$ cat config.mk
export PLATFORM = sky130hd
export DESIGN_NAME = bus_arbiter_n_flat
export DESIGN_NICKNAME = d
export VERILOG_FILES = /design/src/rtl/bus_arbiter_n_if.sv /design/src/rtl/bus_arbiter_n.sv /design/src/flat_wrapper.sv
export SDC_FILE = /design/constraint.sdc
export NUM_CORES = 1
export LEC_CHECK = 0
export BUFFER_PORTS_ARGS = -buffer_cell sky130_fd_sc_hd__buf_2
export CAP_MARGIN = 10
export CORE_AREA = 2 2 134 136
export DETAILED_ROUTE_END_ITERATION = 8
export DIE_AREA = 0 0 136 138
export PLACE_DENSITY = 0.53
export SYNTH_ARGS = -nofsm -noshare
export SYNTH_HDL_FRONTEND = slang
export SYNTH_SLANG_ARGS = --single-unit
$ cat constraint.sdc
create_clock -name clk -period 3.4 [get_ports clk]
set_input_delay 0.34 -clock clk [delete_from_list [all_inputs] [get_ports clk]]
set_output_delay 0.34 -clock clk [all_outputs]
set_load 0.05 [all_outputs]
$ cat src/rtl/bus_arbiter_n_if.sv
// Bundle of the N-master request/response bus and the single target port of bus_arbiter_n.
// slave: the arbiter's view; master: the view of the masters and the target that surround it.
interface bus_arbiter_n_if #(
    parameter int NMASTERS = 3,
    parameter int ADDR_W   = 30,
    parameter int DATA_W   = 32
);
    localparam int BE_W = DATA_W / 8;

    logic [NMASTERS*ADDR_W-1:0] m_address;
    logic [NMASTERS-1:0]        m_read;
    logic [NMASTERS-1:0]        m_write;
    logic [NMASTERS*DATA_W-1:0] m_writedata;
    logic [NMASTERS*BE_W-1:0]   m_byteena;
    logic [NMASTERS-1:0]        m_wait;
    logic [DATA_W-1:0]          m_readdata;
    logic [NMASTERS-1:0]        m_readdatavalid;

    logic [ADDR_W-1:0]          t_address;
    logic                       t_read;
    logic                       t_write;
    logic [DATA_W-1:0]          t_writedata;
    logic [BE_W-1:0]            t_byteena;
    logic                       t_wait;
    logic [DATA_W-1:0]          t_readdata;
    logic                       t_readdatavalid;

    modport slave (
        input  m_address, m_read, m_write, m_writedata, m_byteena,
        input  t_wait, t_readdata, t_readdatavalid,
        output m_wait, m_readdata, m_readdatavalid,
        output t_address, t_read, t_write, t_writedata, t_byteena
    );

    modport master (
        output m_address, m_read, m_write, m_writedata, m_byteena,
        output t_wait, t_readdata, t_readdatavalid,
        input  m_wait, m_readdata, m_readdatavalid,
        input  t_address, t_read, t_write, t_writedata, t_byteena
    );
endinterface

$ cat src/rtl/bus_arbiter_n.sv
// N-master to one-target arbiter with in-order read tagging; zero-cycle grant, read data routed combinationally.
// Backpressure: m_wait follows t_wait for the granted master and also stalls reads while the tag FIFO is full; BUS_ARB_ROUND_ROBIN_EN selects round-robin.
module bus_arbiter_n #(
    parameter int NMASTERS        = 3,
    parameter int ADDR_W          = 30,
    parameter int DATA_W          = 32,
    parameter int MAX_OUTSTANDING = 4
) (
    input  logic           clk,
    input  logic           rst,
    bus_arbiter_n_if.slave bus,
    output logic           overflow_err
);
    localparam int IDX_W = (NMASTERS > 1) ? $clog2(NMASTERS) : 1;
    localparam int PTR_W = $clog2(MAX_OUTSTANDING);
    localparam int CNT_W = PTR_W + 1;
    localparam int BE_W  = DATA_W / 8;

    typedef enum logic {IDLE, LOCKED} state_t;

    state_t              state, state_nxt;
    logic [IDX_W-1:0]    lock_idx, lock_idx_nxt;
    logic [NMASTERS-1:0] req;
    logic [IDX_W-1:0]    win_idx, grant_idx;
    logic                win_vld, grant_vld;
    logic                grant_rd, grant_wr;
    logic                accept, fifo_full, push, pop;
    logic [IDX_W-1:0]    tag_mem [MAX_OUTSTANDING];
    logic [PTR_W-1:0]    head, tail;
    logic [CNT_W-1:0]    count;

    assign req       = bus.m_read | bus.m_write;
    assign fifo_full = (count == CNT_W'(MAX_OUTSTANDING));

`ifdef BUS_ARB_ROUND_ROBIN_EN
    logic [IDX_W-1:0] rr_ptr;

    // Search begins one past the last accepted master and wraps.
    always_comb begin
        int               cand;
        logic [IDX_W-1:0] cand_idx;
        win_vld  = 1'b0;
        win_idx  = '0;
        cand     = 0;
        cand_idx = '0;
        for (int k = 1; k <= NMASTERS; k++) begin
            cand     = (int'(rr_ptr) + k) % NMASTERS;
            cand_idx = IDX_W'(cand);
            if (!win_vld && req[cand_idx]) begin
                win_vld = 1'b1;
                win_idx = cand_idx;
            end
        end
    end

    always_ff @(posedge clk) begin
        if (rst) begin
            rr_ptr <= '0;
        end else if (accept) begin
            rr_ptr <= grant_idx;
        end
    end
`else
    always_comb begin
        win_vld = 1'b0;
        win_idx = '0;
        for (int k = NMASTERS - 1; k >= 0; k--) begin
            if (req[IDX_W'(k)]) begin
                win_vld = 1'b1;
                win_idx = IDX_W'(k);
            end
        end
    end
`endif

    // A locked master keeps the port until accepted; reset masks every grant.
    always_comb begin
        grant_vld = 1'b0;
        grant_idx = '0;
        if (!rst) begin
            if (state == LOCKED) begin
                grant_vld = 1'b1;
                grant_idx = lock_idx;
            end else begin
                grant_vld = win_vld;
                grant_idx = win_idx;
            end
        end
    end

    assign grant_wr = grant_vld & bus.m_write[grant_idx];
    assign grant_rd = grant_vld & bus.m_read[grant_idx] & ~grant_wr;
    assign accept   = (grant_wr | grant_rd) & ~bus.t_wait & ~(grant_rd & fifo_full);

    assign bus.t_read      = grant_rd & ~fifo_full;
    assign bus.t_write     = grant_wr;
    assign bus.t_address   = bus.m_address[int'(grant_idx)*ADDR_W +: ADDR_W];
    assign bus.t_writedata = bus.m_writedata[int'(grant_idx)*DATA_W +: DATA_W];
    assign bus.t_byteena   = bus.m_byteena[int'(grant_idx)*BE_W +: BE_W];
    assign bus.m_readdata  = bus.t_readdata;

    always_comb begin
        bus.m_wait = '1;
        if (grant_vld) begin
            bus.m_wait[grant_idx] = bus.t_wait | (grant_rd & fifo_full);
        end
    end

    always_comb begin
        state_nxt    = state;
        lock_idx_nxt = lock_idx;
        case (state)
            IDLE: begin
                if (grant_vld && !accept) begin
                    state_nxt    = LOCKED;
                    lock_idx_nxt = grant_idx;
                end
            end
            LOCKED: begin
                if (accept) begin
                    state_nxt = IDLE;
                end
            end
            default: state_nxt = IDLE;
        endcase
    end

    always_ff @(posedge clk) begin
        if (rst) begin
            state    <= IDLE;
            lock_idx <= '0;
        end else begin
            state    <= state_nxt;
            lock_idx <= lock_idx_nxt;
        end
    end

    // t_read is already withheld when full, so an accepted read always has room.
    assign push = bus.t_read & ~bus.t_wait;
    assign pop  = bus.t_readdatavalid & (count != '0) & ~rst;

    always_comb begin
        bus.m_readdatavalid = '0;
        if (pop) begin
            bus.m_readdatavalid[tag_mem[head]] = 1'b1;
        end
    end

    always_ff @(posedge clk) begin
        if (push) begin
            tag_mem[tail] <= grant_idx;
        end
    end

    always_ff @(posedge clk) begin
        if (rst) begin
            head         <= '0;
            tail         <= '0;
            count        <= '0;
            overflow_err <= 1'b0;
        end else begin
            if (push) begin
                tail <= tail + 1'b1;
            end
            if (pop) begin
                head <= head + 1'b1;
            end
            if (push && !pop) begin
                count <= count + 1'b1;
            end else if (!push && pop) begin
                count <= count - 1'b1;
            end
            if (bus.t_readdatavalid && count == '0) begin
                overflow_err <= 1'b1;
            end
        end
    end
endmodule

$ cat src/flat_wrapper.sv
// flat-port wrapper written by rule: the top's interface ports become plain ports
module bus_arbiter_n_flat 
#(
    parameter int NMASTERS        = 3,
    parameter int ADDR_W          = 30,
    parameter int DATA_W          = 32,
    parameter int MAX_OUTSTANDING = 4
)
  (clk, rst, overflow_err, bus_m_address, bus_m_read, bus_m_write, bus_m_writedata, bus_m_byteena, bus_t_wait, bus_t_readdata, bus_t_readdatavalid, bus_m_wait, bus_m_readdata, bus_m_readdatavalid, bus_t_address, bus_t_read, bus_t_write, bus_t_writedata, bus_t_byteena);
  bus_arbiter_n_if #(.NMASTERS(NMASTERS), .ADDR_W(ADDR_W), .DATA_W(DATA_W)) bus_i ();
  input  logic clk;
  input  logic rst;
  output logic overflow_err;
  input wire logic [$bits(bus_i.m_address)-1:0] bus_m_address;
  input wire logic [$bits(bus_i.m_read)-1:0] bus_m_read;
  input wire logic [$bits(bus_i.m_write)-1:0] bus_m_write;
  input wire logic [$bits(bus_i.m_writedata)-1:0] bus_m_writedata;
  input wire logic [$bits(bus_i.m_byteena)-1:0] bus_m_byteena;
  input wire logic [$bits(bus_i.t_wait)-1:0] bus_t_wait;
  input wire logic [$bits(bus_i.t_readdata)-1:0] bus_t_readdata;
  input wire logic [$bits(bus_i.t_readdatavalid)-1:0] bus_t_readdatavalid;
  output wire logic [$bits(bus_i.m_wait)-1:0] bus_m_wait;
  output wire logic [$bits(bus_i.m_readdata)-1:0] bus_m_readdata;
  output wire logic [$bits(bus_i.m_readdatavalid)-1:0] bus_m_readdatavalid;
  output wire logic [$bits(bus_i.t_address)-1:0] bus_t_address;
  output wire logic [$bits(bus_i.t_read)-1:0] bus_t_read;
  output wire logic [$bits(bus_i.t_write)-1:0] bus_t_write;
  output wire logic [$bits(bus_i.t_writedata)-1:0] bus_t_writedata;
  output wire logic [$bits(bus_i.t_byteena)-1:0] bus_t_byteena;
  assign bus_i.m_address = bus_m_address;
  assign bus_i.m_read = bus_m_read;
  assign bus_i.m_write = bus_m_write;
  assign bus_i.m_writedata = bus_m_writedata;
  assign bus_i.m_byteena = bus_m_byteena;
  assign bus_i.t_wait = bus_t_wait;
  assign bus_i.t_readdata = bus_t_readdata;
  assign bus_i.t_readdatavalid = bus_t_readdatavalid;
  assign bus_m_wait = bus_i.m_wait;
  assign bus_m_readdata = bus_i.m_readdata;
  assign bus_m_readdatavalid = bus_i.m_readdatavalid;
  assign bus_t_address = bus_i.t_address;
  assign bus_t_read = bus_i.t_read;
  assign bus_t_write = bus_i.t_write;
  assign bus_t_writedata = bus_i.t_writedata;
  assign bus_t_byteena = bus_i.t_byteena;
  bus_arbiter_n #(.NMASTERS(NMASTERS), .ADDR_W(ADDR_W), .DATA_W(DATA_W), .MAX_OUTSTANDING(MAX_OUTSTANDING)) u_core (.clk(clk), .rst(rst), .bus(bus_i), .overflow_err(overflow_err));
endmodule
==> metrics.md <==
| Metric | Value |
|---|---|
| Outcome | `finished clean` |
| Final setup fails | `0` |
| Num CTS Buffers | `3` |
| Sequential area share after synthesis | `16.1%` |
| Total wire length | `12400 um` |
| Unique cell type count in the Yosys netlist | `50` |
| Area Growth Syn to Fin | `48.8%` |
| Max-capacitance violation count | `0` |
| RSZ-0062 raised after global routing | `no` |
| Pre-CTS setup slack | `0.470 ns` |
| Normalized max-slew margin | `52.7%` |
| Share of the synthesized area in the top cell type | `21.9%` |
| Setup CP Type | `reg -> out` |
| Crit. End Element | `primary output` |
| Vias | `3591` |
| IO Pins | `347` |
| Placement Rows | `49` |
| Max Buffers Root-to-Sink | `2` |
| Grt ovf | `0` |
| Clk pin slew, worst setup/hold paths | `0.06 ns` |
| Vias per cell | `4.25` |
| Fraction of layout cells with a size suffix above 1 | `51.5%` |
| I/O Buffers | `282` |
| Vias in the first global route | `3521` |
| Mapped cell area | `0.00310 mm2` |
| Nets | `862` |
| TritonCTS clock tree | `yes` |
| Seq cells post-synth | `21` |
| Fin cells | `844` |
| Main synth FF type | `dfxtp_1` |
| R2r setup slk | `0.65 ns` |
| Leak | `0.00201 uW` |
| Initial antenna violation count | `0` |
| Syn Inst Count | `379` |
| Final Hold Fails | `0` |
| Die Height | `138 um` |
| Most common cell after layout, fill and taps aside | `buf_2` |
| Async set-reset flop share out of synthesis | `0%` |
| Final HPWL DP | `10500 um` |
| Req. time, crit path | `3.06 ns` |
| Setup bufs post-CTS | `0` |
| Die area | `0.0188 mm2` |
| Critical path arrival | `2.58 ns` |
| Worst slew pin tran | `0.709 ns` |
| Initial DRC Count | `101` |
| # H-tree levels | `1` |
| Placer Congestion | `0.807` |
| Post-DRT Antenna Nets | `0` |
| Crit path max fanout | `31` |
| Number of gates resized after cts | `0` |
| Number of synthesized flops with an enable pin | `8` |
| Clock Skews | `0.00210 ns` |
| Wire length of the first global-routing pass | `18800 um` |
| Most frequent cells in the layout | `buf_2, mux2i_1, nand3b_1, o21ai_1, o21ai_0` |
| Post-CTS Hold Buffers | `0` |
| Main area contributors after synthesis | `mux2i_1, nand3b_1, dfxtp_1` |
| Layout fillers | `1969` |
| Max IR drop VDD | `0.000143 V` |
| Power Total | `1180 uW` |
| Core area | `0.0175 mm2` |
| Clk_lat worst skew | `0.26 ns` |
| Fin Setup TNS | `0 ns` |
| Fmax | `343 MHz` |
| Ant. Diodes | `0` |
| DR WL/cell | `14.7 um` |
| Synth area leader | `mux2i_1` |
| Mapped Avg Cell Area | `8.19 um2` |
| Startpoint Class | `flop` |
| Root Driver | `clkbuf_16` |
| First-pass DRT Iterations | `6` |
| Pwr per Cell Area | `255 mW/mm2` |
| CTS Sinks | `21` |
| Global-route usage over all layers | `12.5%` |
| DRC | `0` |
| Number of instances in the placed design | `840` |
| Synth warnings | `0` |
| Starting Density | `17.7%` |
| Die width | `136 um` |
| Post-Syn Nets | `625` |
| Final Critical Period | `2.92 ns` |
| Max Slew Vio Count | `0` |
| Largest net degree at the start of global routing | `74` |
| Min-Delay Path Class | `in -> reg` |
| Final setup margin | `0.484 ns` |
| Crit share post-route | `85.8%` |
## worst max-delay path, stage by stage, from the launching register on
cell and delay, ns:
dfxtp_1 0.53, nor2b_1 0.27, nand2_1 0.14, nand2_4 0.32, buf_12 0.27, mux2i_1 0.11
o21ai_0 0.29, buf_2 0.34
## registers in the layout, summed over array words and instances, names as in the netlist, named ones only
register             cells
u_core.state             1
u_core.lock_idx          2
u_core.count             3
u_core.overflow_err      1
u_core.tag_mem           8
u_core.head              2
u_core.tail              2
## layout make-up
cell class	count	area, um2	area share, %
multi-input cells	285	2180	47.2
flip-flops and latches	21	502	10.9
clock buffers	3	75.1	1.63
well taps	229	287	6.20
inverters	7	26.3	0.569
repair buffers	298	1540	33.4
clock inverters	1	7.51	0.163
## through the flow
| step | hold WS (ns) | utilization [%] | instance area [um2] |
|---|---|---|---|
| finish | 0.330 | 26.3 | 4620 |
| global route | 0.366 | 26.3 | 4620 |
| CTS | 0.329 | 26.3 | 4620 |
| detailed placement | 0.459 | 25.9 | 4540 |
| global placement | 0.450 | 25.9 | 4540 |
| floorplan | 0.466 | - | 3100 |
## path summary, 6_finish.rpt
| kind | cells past startpoint | startpoint | end |
|---|---|---|---|
| hold / removal | 3 | bus_t_readdatavalid | u_core.overflow_err |
| hold reg to reg | 2 | u_core.overflow_err | u_core.overflow_err |
| setup / recovery | 7 | u_core.state | bus_t_writedata[4] |
| setup reg to reg | 10 | u_core.state | u_core.count[2] |
## synthesized netlist by cell type (2+ instances only)
master and n:
a21oi_1 5, nand2_1 7, mux4_2 2, nor3b_1 4
nand3b_1 66, nor3_1 2, inv_1 5, o21ai_1 39
nor2b_1 4, nor2_1 12, buf_2 7, xor2_1 2
or3b_1 3, mux2i_1 68, clkbuf_1 21, buf_4 34
and2_1 5, dfxtp_1 13, edfxtp_1 8, xnor2_1 2
or4_1 2, inv_2 2, nand2b_1 3, ha_1 5
o21ai_0 31, buf_6 3
## metal layers
metal	GRT usage [%]	up-vias	wire (um)
met1	15.5	1601	5110
met2	22.7	165	6350
met4	1.70	0	59
li1	-	1820	-
met3	2.38	5	887
met5	0	-	0
## where the power goes
| group | total, uW | internal, uW | switching, uW |
|---|---|---|---|
| clock | 261 | 160 | 101 |
| sequential | 287 | 273 | 13.9 |
| combinational | 630 | 226 | 404 |
| total | 1180 | 659 | 519 |
## logic make-up after synthesis
logic type | Yosys count | synth area share (%)
AO/OA/AOI/OAI | 85 | 15.5
buffers and inverters | 73 | 13.9
multiplexers | 71 | 23.7
adder cells (fa/ha/maj) | 6 | 2.66
AND/OR/NAND/NOR | 119 | 26.9
XOR/XNOR | 4 | 1.13
flip-flops | 21 | 16.1
No activity file was read; power rests on OpenSTA's default activity.
